`config.mk`:
```
export PLATFORM = sky130hd
export DESIGN_NAME = sobel_3x3_8bit
export DESIGN_NICKNAME = d
export VERILOG_FILES = /design/src/rtl/sobel_3x3_8bit.sv
export SDC_FILE = /design/constraint.sdc
export NUM_CORES = 1
export LEC_CHECK = 0
export BUFFER_PORTS_ARGS = -buffer_cell sky130_fd_sc_hd__clkbuf_2
export CAP_MARGIN = 40
export CELL_PAD_IN_SITES_DETAIL_PLACEMENT = 1
export CELL_PAD_IN_SITES_GLOBAL_PLACEMENT = 2
export CORE_ASPECT_RATIO = 2
export CORE_UTILIZATION = 36
export CTS_BUF_LIST = sky130_fd_sc_hd__clkbuf_2 sky130_fd_sc_hd__clkbuf_4 sky130_fd_sc_hd__clkbuf_8
export DETAILED_ROUTE_END_ITERATION = 12
export PLACE_DENSITY_LB_ADDON = 0.1
export SYNTH_ARGS = -nofsm -noshare
export SYNTH_HDL_FRONTEND = slang
export SYNTH_SLANG_ARGS = --single-unit
```
`constraint.sdc`:
```
create_clock -name clk -period 2.3 [get_ports clk]
set_clock_uncertainty 0.05 [all_clocks]
set_input_delay 0.46 -clock clk [delete_from_list [all_inputs] [get_ports clk]]
set_output_delay 0.46 -clock clk [all_outputs]
set_load 0.01 [all_outputs]
```
`src/rtl/sobel_3x3_8bit.sv`:
```
// 3x3 Sobel |Gx|+|Gy| edge detector; define SOBEL_MAG_OUT_EN for saturated magnitude output.
// Latency 4 clk, 1 pixel/clk, no backpressure; threshold latched at pixel (0,0) of each frame.
module sobel_3x3_8bit #(
  parameter logic [11:0] H_DISP     = 12'd480,
  parameter logic [11:0] V_DISP     = 12'd272,
  parameter logic [7:0]  THRESH_RST = 8'd128
) (
  input  logic       clk,
  input  logic       rst_n,
  input  logic       matrix_vld,
  input  logic [7:0] matrix_11,
  input  logic [7:0] matrix_12,
  input  logic [7:0] matrix_13,
  input  logic [7:0] matrix_21,
  input  logic [7:0] matrix_22,
  input  logic [7:0] matrix_23,
  input  logic [7:0] matrix_31,
  input  logic [7:0] matrix_32,
  input  logic [7:0] matrix_33,
  input  logic [7:0] threshold,
  output logic       dout_vld,
  output logic [7:0] dout,
  output logic       dout_sof,
  output logic       dout_eol
);

  logic [11:0] cnt_col_q, cnt_col_d, cnt_row_q, cnt_row_d;
  logic [7:0]  thr_q, thr_d;
  logic        sof_in, eol_in, col_last;
  logic [7:0]  thr_eff;

  logic [9:0]  gx_p_q, gx_p_d, gx_n_q, gx_n_d, gy_p_q, gy_p_d, gy_n_q, gy_n_d;
  logic [9:0]  abs_gx_q, abs_gx_d, abs_gy_q, abs_gy_d;
  logic [10:0] mag_q, mag_d;
  logic [7:0]  dout_q, dout_d;
  logic [7:0]  thr1_q, thr2_q, thr3_q;
  logic [3:0]  vld_sr_q, vld_sr_d, sof_sr_q, sof_sr_d, eol_sr_q, eol_sr_d;

  // The threshold travels with every pixel so the first pixel of a frame
  // already sees the value sampled for it, whatever the frame size.
  always_comb begin
    cnt_col_d = cnt_col_q;
    cnt_row_d = cnt_row_q;
    thr_d     = thr_q;
    col_last  = (cnt_col_q == H_DISP - 12'd1);
    sof_in    = matrix_vld && (cnt_col_q == 12'd0) && (cnt_row_q == 12'd0);
    eol_in    = matrix_vld && col_last;
    thr_eff   = sof_in ? threshold : thr_q;
    if (matrix_vld) begin
      if (sof_in) thr_d = threshold;
      if (col_last) begin
        cnt_col_d = 12'd0;
        cnt_row_d = (cnt_row_q == V_DISP - 12'd1) ? 12'd0 : cnt_row_q + 12'd1;
      end else begin
        cnt_col_d = cnt_col_q + 12'd1;
      end
    end

    gx_p_d = {2'b0, matrix_13} + {1'b0, matrix_23, 1'b0} + {2'b0, matrix_33};
    gx_n_d = {2'b0, matrix_11} + {1'b0, matrix_21, 1'b0} + {2'b0, matrix_31};
    gy_p_d = {2'b0, matrix_31} + {1'b0, matrix_32, 1'b0} + {2'b0, matrix_33};
    gy_n_d = {2'b0, matrix_11} + {1'b0, matrix_12, 1'b0} + {2'b0, matrix_13};

    abs_gx_d = (gx_p_q >= gx_n_q) ? gx_p_q - gx_n_q : gx_n_q - gx_p_q;
    abs_gy_d = (gy_p_q >= gy_n_q) ? gy_p_q - gy_n_q : gy_n_q - gy_p_q;
    mag_d    = {1'b0, abs_gx_q} + {1'b0, abs_gy_q};

`ifdef SOBEL_MAG_OUT_EN
    dout_d = (mag_q > 11'd255) ? 8'hFF : mag_q[7:0];
`else
    dout_d = (mag_q > {3'b0, thr3_q}) ? 8'hFF : 8'h00;
`endif

    vld_sr_d = {vld_sr_q[2:0], matrix_vld};
    sof_sr_d = {sof_sr_q[2:0], sof_in};
    eol_sr_d = {eol_sr_q[2:0], eol_in};
  end

  always_ff @(posedge clk or negedge rst_n) begin
    if (!rst_n) begin
      cnt_col_q <= 12'd0;
      cnt_row_q <= 12'd0;
      thr_q     <= THRESH_RST;
      gx_p_q    <= 10'd0;
      gx_n_q    <= 10'd0;
      gy_p_q    <= 10'd0;
      gy_n_q    <= 10'd0;
      abs_gx_q  <= 10'd0;
      abs_gy_q  <= 10'd0;
      mag_q     <= 11'd0;
      dout_q    <= 8'd0;
      thr1_q    <= 8'd0;
      thr2_q    <= 8'd0;
      thr3_q    <= 8'd0;
      vld_sr_q  <= 4'd0;
      sof_sr_q  <= 4'd0;
      eol_sr_q  <= 4'd0;
    end else begin
      cnt_col_q <= cnt_col_d;
      cnt_row_q <= cnt_row_d;
      thr_q     <= thr_d;
      gx_p_q    <= gx_p_d;
      gx_n_q    <= gx_n_d;
      gy_p_q    <= gy_p_d;
      gy_n_q    <= gy_n_d;
      abs_gx_q  <= abs_gx_d;
      abs_gy_q  <= abs_gy_d;
      mag_q     <= mag_d;
      dout_q    <= dout_d;
      thr1_q    <= thr_eff;
      thr2_q    <= thr1_q;
      thr3_q    <= thr2_q;
      vld_sr_q  <= vld_sr_d;
      sof_sr_q  <= sof_sr_d;
      eol_sr_q  <= eol_sr_d;
    end
  end

  assign dout     = dout_q;
  assign dout_vld = vld_sr_q[3];
  assign dout_sof = sof_sr_q[3];
  assign dout_eol = eol_sr_q[3];

endmodule
```
# Word-level counts from Yosys, hierarchy flattened
# Index checks and enable logic that the tools add are counted.
# W data, S select, Z words.
# word_totals
input_bits	83
output_inout_bits	11
ff_bits	147
wordCells	49
# op_classes
reduce_logical	6
n_eq_ne	2
mux	6
order_cmp	3
add_sub_neg	15
# op_table
cell	n
$add A10 B8 Y10	4
$add A8 B9 Y10	4
$sub A10 B10 Y10	4
$add A12 B1 Y12 const B	2
$eq A12 B9 Y1 const B	2
$logic_not A12 Y1	2
$mux W12	2
$ge A10 B10 Y1	2
$mux W10	2
$mux W8	2
$add A10 B10 Y11	1
$gt A11 B8 Y1	1
$logic_and A1 B1 Y1	3
$reduce_and A2 Y1	1

# Depth between registers and ports, before layout
# Gate-level depths: netlist (run 1).
# logic_depth
word_depth	4
mapped_depth	12
mapped_depth_nobuf	12

# Worst setup path before layout (run 1)
# No wires, ideal clock.
# synth_timing
path_type	input port to flip-flop
start	in matrix_11[1]
end	reg gx_n_q[9]
t_arrival_ns	2.398
n_path_buf	0
cell_stages	10
t_required_ns	2.119
setup_slack_ns	-0.279
setup_ns	0.131
cell_sequence	inv_1 -> fa_1 -> inv_1 -> ha_1 -> fa_1 -> a21o_1 -> a21oi_1 -> o21bai_1 -> a21oi_1 -> o21ai_0
# synth_via
elab_chain_cells	2
# synth_lines
item	line_no	source
from (decl)	11	input logic [7:0] matrix_11,
$add A8 B9 Y10	60	gx_n_d = {2'b0, matrix_11} + {1'b0, matrix_21, 1'b0} + {2'b0, matrix_31};
$add A10 B8 Y10	60	
named net gx_n_d[9]	32	logic [9:0] gx_p_q, gx_p_d, gx_n_q, gx_n_d, gy_p_q, gy_p_d, gy_n_q, gy_n_d;
to (signal assigned)	103	gx_n_q <= gx_n_d;
to (decl)	32	
# The timed path passes the listed nets, and every way through them passes these cells.
# A chain may end at the register's enable or synchronous reset.

# Worst setup path in the final report (run 1)
# layout_timing
start	reg gy_p_q[0]
end	reg abs_gy_q[5]
# layout_via
elab_chain_cells	2
elab_cells_between_ends	4
cone_classes	add/sub (2); order compare (1); mux (1)
# layout_lines
item	line_no	source
from (decl)	32	
from (signal assigned)	104	gy_p_q <= gy_p_d;
$sub A10 B10 Y10 or $ge A10 B10 Y1 (tied branches)	65	abs_gy_d = (gy_p_q >= gy_n_q) ? gy_p_q - gy_n_q : gy_n_q - gy_p_q;
$mux W10 *	65	
named net abs_gy_d[5]	33	logic [9:0] abs_gx_q, abs_gx_d, abs_gy_q, abs_gy_d;
to (signal assigned)	107	abs_gy_q <= abs_gy_d;
to (decl)	33	
# The timed path passes the listed nets; every way through them passes the cells marked *.

==> summary.md, run 1 <==
| Metric | Value |
|---|---|
| Largest net degree at the start of global routing | `45` |
| NumNets Final | `approximately 1100` |
| Element type at the critical path end | `flip-flop` |
| Placed insts | `between 1000 and 1500` |
| Power density cells | `about 1200 nW/um^2` |
| Routed via count | `roughly 6000` |
| DRC viols | `0` |
| Critical path peak fanout | `5` |
| Top-Level Pins | `94` |
| Int Pwr | `between 7 and 8 mW` |
| LEAKAGE | `just over 5 nW` |
| Top cells by area, synth | `dfrtp_1, ha_1, fa_1` |
| Peak VDD IR | `between 0.0006 and 0.0007 V` |
| Fmax | `443 MHz` |
| CP Launch Type | `flip-flop` |
| Sw frac | `just over 40%` |
| Die W | `about 110 um` |
| Multi-input gate area | `around 4800 um^2` |
| Post-Syn Nets | `between 900 and 1000` |
| Vias in the first global route | `between 6000 and 7000` |
| Main flop type after synthesis | `dfrtp_1` |
| Syn_area_per_cell | `11.0 um^2` |
| Regs by FF count | `cnt_col_q (12), cnt_row_q (12), mag_q (11)` |
| Clock slew at reported path FFs | `about 80 ps` |
| Critical path type | `flip-flop to flip-flop` |
| Area of the die | `between 20000 and 25000 um^2` |
| Status | `completed` |
| Core area | `about 23000 um^2` |
| P_sw | `5.11 mW` |
| Detail Placement HPWL | `between 15000 and 20000 um` |
| Post-DRT Antenna Nets | `0` |
| DIE HEIGHT | `around 220 um` |
| Maximum clock path buffer count | `2` |
| Row Count | `slightly below 80` |
| Clock tree root buffer cell | `clkbuf_8` |
| Final Hold Viols | `0` |
| Total grt overflow | `0` |
| Synth Cell Area | `about 8500 um^2` |
| Via density | `slightly below 5` |
| Setup WS pre-CTS | `-489 ps` |
| Register bit total from synthesis | `140` |
| FFs w/ async S/R, synth | `100%` |
| GRT Total Usage | `between 10% and 20%` |
| Fill count | `around 2700` |
| Slew @ Worst Pin | `~550 ps` |
| Total CTS buffers | `17` |
| Gpl congestion | `0.828` |
| Diodes inserted | `0` |
| Worst reg2reg setup slack | `between 40 and 50 ps` |
| Sequential cell area | `about 3500 um^2` |
| Area Growth Syn to Fin | `23.1%` |
| Crit path DAT | `2600 ps` |
| Power share of the sequential group | `27.8%` |
| Layout Cells excl Fill | `1220` |
| Worst setup margin | `around 44 ps` |
| Pre-antenna DRT Iters | `4` |
| Number of port buffers | `between 80 and 90` |
| DRT iter0 DRCs | `just over 200` |
| Register area share after synthesis | `41.5%` |
| Final worst path period share | `between 90% and 100%` |
| Clock sinks | `140` |
| Number of max-slew violations in the final report | `0` |
| RSZ-0062 raised after global routing | `true` |
| WL per Instance | `16.8 um` |
| H-tree depth | `4` |
| Top cell type's share of synthesized area | `around 40%` |
| Yosys top cell by area | `dfrtp_1` |
| Crit path required time | `2640 ps` |
| Min Tclk post-route | `between 2000 and 2500 ps` |
| Later-pin clock latency in the skew report | `approximately 470 ps` |
| Slew HR | `63.2%` |
| Syn Inst Count | `just under 800` |
| Logic pwr share | `57.0%` |
| Worst min path class | `input port to flip-flop` |
| First-pass GRT wire length | `around 33000 um` |
| Clock power share | `15.1%` |
| WL final | `approximately 20000 um` |
| Initial antenna violation count | `0` |
| Hold_ws | `between 150 and 200 ps` |
| Warnings, synthesis | `0` |
| EDFF count, synth | `0` |
| Setup-failing EPs final | `0` |
| CTS tree | `yes` |
| Layout cell share with drive strength beyond 1 | `between 20% and 30%` |
| Yosys cell types | `55` |
| Max cap viols | `0` |
| Initial Util | `a little over a third` |
[layer usage]
layer  GRT usage [%]  up-vias  wire, um
met5               0        -         0
met4            8.90        0       671
met3            2.95       29       469
met2            35.6       94     11800
met1            18.8     2969      7480
li1                -     2888         -
[Yosys cell counts, drive strengths merged, types with 13 or more instances]
cell type and n:
mux2 16, xnor2 39, inv 94, a21oi 45
nand2 37, mux2i 18, fa 37, o21ai 30
xor2 24, nor2b 13, a21o 19, dfrtp 139
nor2 38, ha 96
[critical path, cell delays in order (launching register included)]
cell     delay [ps]
dfrtp_1         390
inv_1            60
ha_2            190
fa_2            240
nor2b_4          50
o31ai_4         260
a31oi_4         160
a31oi_4         190
buf_6           180
mux2i_2         220
xor2_1          190
[area by class of cell]
type,instances,area share [%]
Sequential cell,140,33.7
Clock buffer,20,2.59
Timing Repair Buffer,155,9.78
Inverter,94,3.58
Multi-Input combinational cell,516,45.9
Tap cell,283,3.40
Clock inverter,12,1.07
[timing repair]
item | 4_1_cts | 5_1_grt
cloned | 1 | 0
hold buffers | 1 | 0
setup buffers | 2 | 2
gates resized for setup | 28 | 24
hold endpoints to repair | 39 | 0
pin swaps | 9 | 14
setup endpoints to repair | 18 | 20
[power by group through the flow]
stage / registers [mW] / logic (mW) / clock network [mW]
2_1_floorplan: 3.42 / 4.27 / 0
3_3_place_gp: 3.55 / 6.45 / 0
3_5_place_dp: 3.57 / 6.57 / 0
4_1_cts: 3.52 / 6.98 / 1.98
5_1_grt: 3.58 / 7.98 / 2.08
6_report: 3.50 / 7.17 / 1.91
[final timing paths]
kind	from	endpoint	depth (start not counted)
worst min-delay path	threshold[4]	thr_q[4]	2
worst max register to register	gy_p_q[0]	abs_gy_q[5]	10
min in group asynchronous	rst_n	abs_gx_q[1]	2
max in group asynchronous	rst_n	thr_q[7]	3
worst max-delay path	gy_p_q[0]	abs_gy_q[5]	10
worst min register to register	thr2_q[5]	thr3_q[5]	0
[logic make-up after synthesis]
group	count (synthesis)	share of synthesized area, %
simple gates	146	8.84
flops	140	41.5
compound gates	140	10.5
xor+xnor	63	6.53
buf+inv	113	5.43
mux	34	4.26
fa+ha+maj	133	23.0
[stage by stage]
step           cell area (um^2)  setup TNS [ps]  power [mW]  util, %
4_1_cts                   10300           -31.8        12.5     44.4
5_1_grt                   10400            -248        13.6     45.0
6_report                  10400               0        12.6     45.0
3_3_place_gp               9760           -6590        10.0     42.2
2_1_floorplan              8540            -566        7.69        -
3_5_place_dp               9760           -8090        10.1     42.2
[placed cells by master, fill, tap and decap left out, types with 8 or more instances in the layout]
cell and n:
a21o_1 19, a21oi_1 29, a21oi_2 16, buf_4 63, clkbuf_2 84, clkbuf_8 19, dfrtp_1 139, fa_1 29
fa_2 8, ha_1 87, inv_1 86, mux2_2 15, mux2i_1 14, nand2_1 35, nand3_1 11, nand4_1 9
nor2_1 38, nor2b_1 12, nor3_1 9, o21a_1 9, o21ai_0 19, o21ai_1 10, xnor2_1 37, xor2_1 23
Power figures use the tool's default switching activity.
==> run 2, diff against run 1 <==
--- a/config.mk
+++ b/config.mk
@@ -14,6 +14,7 @@
 export CTS_BUF_LIST = sky130_fd_sc_hd__clkbuf_2 sky130_fd_sc_hd__clkbuf_4 sky130_fd_sc_hd__clkbuf_8
 export DETAILED_ROUTE_END_ITERATION = 12
 export PLACE_DENSITY_LB_ADDON = 0.1
+export RECOVER_POWER = 100
 export SYNTH_ARGS = -nofsm -noshare
 export SYNTH_HDL_FRONTEND = slang
 export SYNTH_SLANG_ARGS = --single-unit
==> run 2 against run 1 <==
Compared with the run above: die area did not move; setup slack got worse by 15 ps; critical path type is now input port to flip-flop; design area fell by 0.70%; critical path depth rose by 1; via count rose by 0.65%; sequential power barely moved; non-clock buffer count did not move; clock-buffer cell count did not move; worst hold slack barely moved; first-iteration DRC count fell by 10%; clock power barely moved; highest routed layer unchanged.
==> summary.md, run 2 (synthesis results as in run 1) <==
| Metric | Value |
|---|---|
| Total grt overflow | `0 (unchanged)` |
| DRT iter0 DRCs | `182 (was 203)` |
| Die W | `110 um (unchanged)` |
| First-pass GRT wire length | `33300 um (unchanged)` |
| Reg-to-reg critical path startpoint | `gx_p_q[7] (was gy_p_q[0])` |
| Fmax | `440 MHz (was 443 MHz)` |
| Number of max-slew violations in the final report | `0 (unchanged)` |
| Element type at the critical path end | `flip-flop (unchanged)` |
| Critical path type | `input port to flip-flop (was flip-flop to flip-flop)` |
| Critical path peak fanout | `2 (was 5)` |
| Final worst path period share | `98.8% (was 98.1%)` |
| Initial Util | `36.5% (unchanged)` |
| Reg-to-Reg End | `abs_gx_q[3] (was abs_gy_q[5])` |
| WL final | `20400 um (about the same)` |
| Initial antenna violation count | `0 (unchanged)` |
| Clock slew at reported path FFs | `80 ps (about the same)` |
| Core area | `23100 um^2 (unchanged)` |
| Vias in the first global route | `6766 (unchanged)` |
| Setup-failing EPs final | `0 (unchanged)` |
| WHS Path Cells | `2 (unchanged)` |
| Pre-antenna DRT Iters | `4 (unchanged)` |
| Peak VDD IR | `0.000600 V (about the same)` |
| Worst reg2reg setup slack | `40 ps (about the same)` |
| Crit path DAT | `2580 ps (was 2600 ps)` |
| Min Tclk post-route | `2270 ps (was 2260 ps)` |
| H-tree depth | `4 (unchanged)` |
| Regs by FF count | `cnt_col_q (12), cnt_row_q (12), mag_q (11) (unchanged)` |
| CTS tree | `yes (unchanged)` |
| Worst Reg-to-Reg Cells | `11 (was 10)` |
| LEAKAGE | `5.09 nW (was 5.15 nW)` |
| Diodes inserted | `0 (unchanged)` |
| Area Growth Syn to Fin | `22.2% (was 23.1%)` |
| Clock tree root buffer cell | `clkbuf_8 (unchanged)` |
| Maximum clock path buffer count | `2 (unchanged)` |
| Max cap viols | `0 (unchanged)` |
| Routed via count | `6019 (was 5980)` |
| Detail Placement HPWL | `17100 um (unchanged)` |
| Worst min path class | `input port to flip-flop (unchanged)` |
| WL per Instance | `16.7 um (was 16.8 um)` |
| NumNets Final | `1140 (unchanged)` |
| Worst setup margin | `28.0 ps (was 43.5 ps)` |
| Commonest non-fill, non-tap cell in the layout | `dfrtp_1 (unchanged)` |
| DIE HEIGHT | `219 um (unchanged)` |
| Power Total | `12.5 mW (was 12.6 mW)` |
| Row Count | `79 (unchanged)` |
| Layout cell share with drive strength beyond 1 | `26.6% (was 28.9%)` |
| Area of the die | `24100 um^2 (unchanged)` |
| Status | `completed (unchanged)` |
| Setup WS pre-CTS | `-489 ps (unchanged)` |
| Hold Path Sink | `thr_q[4] (unchanged)` |
| Gpl congestion | `0.828 (unchanged)` |
| CP Launch Type | `input port (was flip-flop)` |
| GRT Total Usage | `18.6% (unchanged)` |
| Post-DRT Antenna Nets | `0 (unchanged)` |
| Power density cells | `1210 nW/um^2 (about the same)` |
| Final Hold Viols | `0 (unchanged)` |
| Top-Level Pins | `94 (unchanged)` |
| Worst Hold Launch | `threshold[4] (unchanged)` |
| Slew HR | `29.8% (was 63.2%)` |
| Clock sinks | `140 (unchanged)` |
| Slew @ Worst Pin | `1050 ps (was 547 ps)` |
| Via density | `4.93 (was 4.90)` |
| DRC viols | `0 (unchanged)` |
| Number of port buffers | `85 (unchanged)` |
| Crit path required time | `2610 ps (was 2640 ps)` |
| Total CTS buffers | `17 (unchanged)` |
| RSZ-0062 raised after global routing | `true (unchanged)` |
| Most frequent cells in the layout | `dfrtp_1, ha_1, inv_1 (unchanged)` |
| Later-pin clock latency in the skew report | `470 ps (about the same)` |
| Setup_tns | `0 ps (unchanged)` |
| Largest net degree at the start of global routing | `45 (unchanged)` |
[run 2: changes by cell type in the layout (fill, tap and decap cells not counted), sizes merged]
| cell | delta |
|---|---|
| buf | -7 |
| inv | -1 |
| clkbuf | +7 |
| clkinvlp | +1 |
[run 2: layer usage]
metal / GRT usage (%) / vias up / part of all wire [%]
met5: 0 / - / 0
met4: 8.90 / 0 / 3.3
met3: 2.95 / 31 / 2.4
met2: 35.6 / 102 / 58
met1: 18.8 / 3000 / 36
li1: - / 2886 / -
[run 2: critical path, stage by stage]
cell and delay [ps]:
clkbuf_2 90, clkinvlp_2 150, fa_1 570, inv_1 50, ha_2 200, a21o_1 200
a21oi_2 140, nor2b_1 60, o21a_1 180, o41a_1 330, xor2_1 150
[run 2: area by class of cell]
| cell class | count | area, um^2 |
|---|---|---|
| inverter | 94 | 362 |
| fill | 2662 | 12800 |
| timing repair buffer | 155 | 975 |
| multi-input combinational | 516 | 4760 |
| clock buffer | 20 | 269 |
| clock inverter | 12 | 111 |
| tap | 283 | 354 |
| sequential | 140 | 3500 |
[run 2: worst max-delay path by stage]
stage,start,end,slack [ps],cells past startpoint
finish,matrix_13[1],gx_p_q[8],30,11
global route,gx_p_q[0],abs_gx_q[3],-50,10
CTS,gx_p_q[0],abs_gx_q[3],-20,10
detailed placement,matrix_21[0],gx_n_q[7],-490,11
global placement,matrix_21[0],gx_n_q[7],-440,11
floorplan,matrix_33[2],gx_p_q[8],-130,8
[run 2: report_power, final]
group | switching (mW) | internal, mW
Combinational | 3.76 | 3.38
Sequential | 0.362 | 3.14
Clock | 0.977 | 0.928
Total | 5.10 | 7.44
[run 2: what timing repair did]
item	4_1_cts	5_1_grt
setup endpoints to repair	18	20
gates cloned	1	0
buffers inserted	2	2
hold buffers	1	0
hold endpoints to repair	39	0
resized for setup	28	24
pin swaps	9	14
[run 2: metrics by stage]
stage	util, %	std cells	hold slack, ps	area, um^2
4_1_cts	44.4	1218	136	10300
3_3_place_gp	42.2	1183	282	9760
2_1_floorplan	-	769	114	8540
5_1_grt	44.7	1220	151	10300
3_5_place_dp	42.2	1183	286	9760
6_report	44.7	1220	180	10300
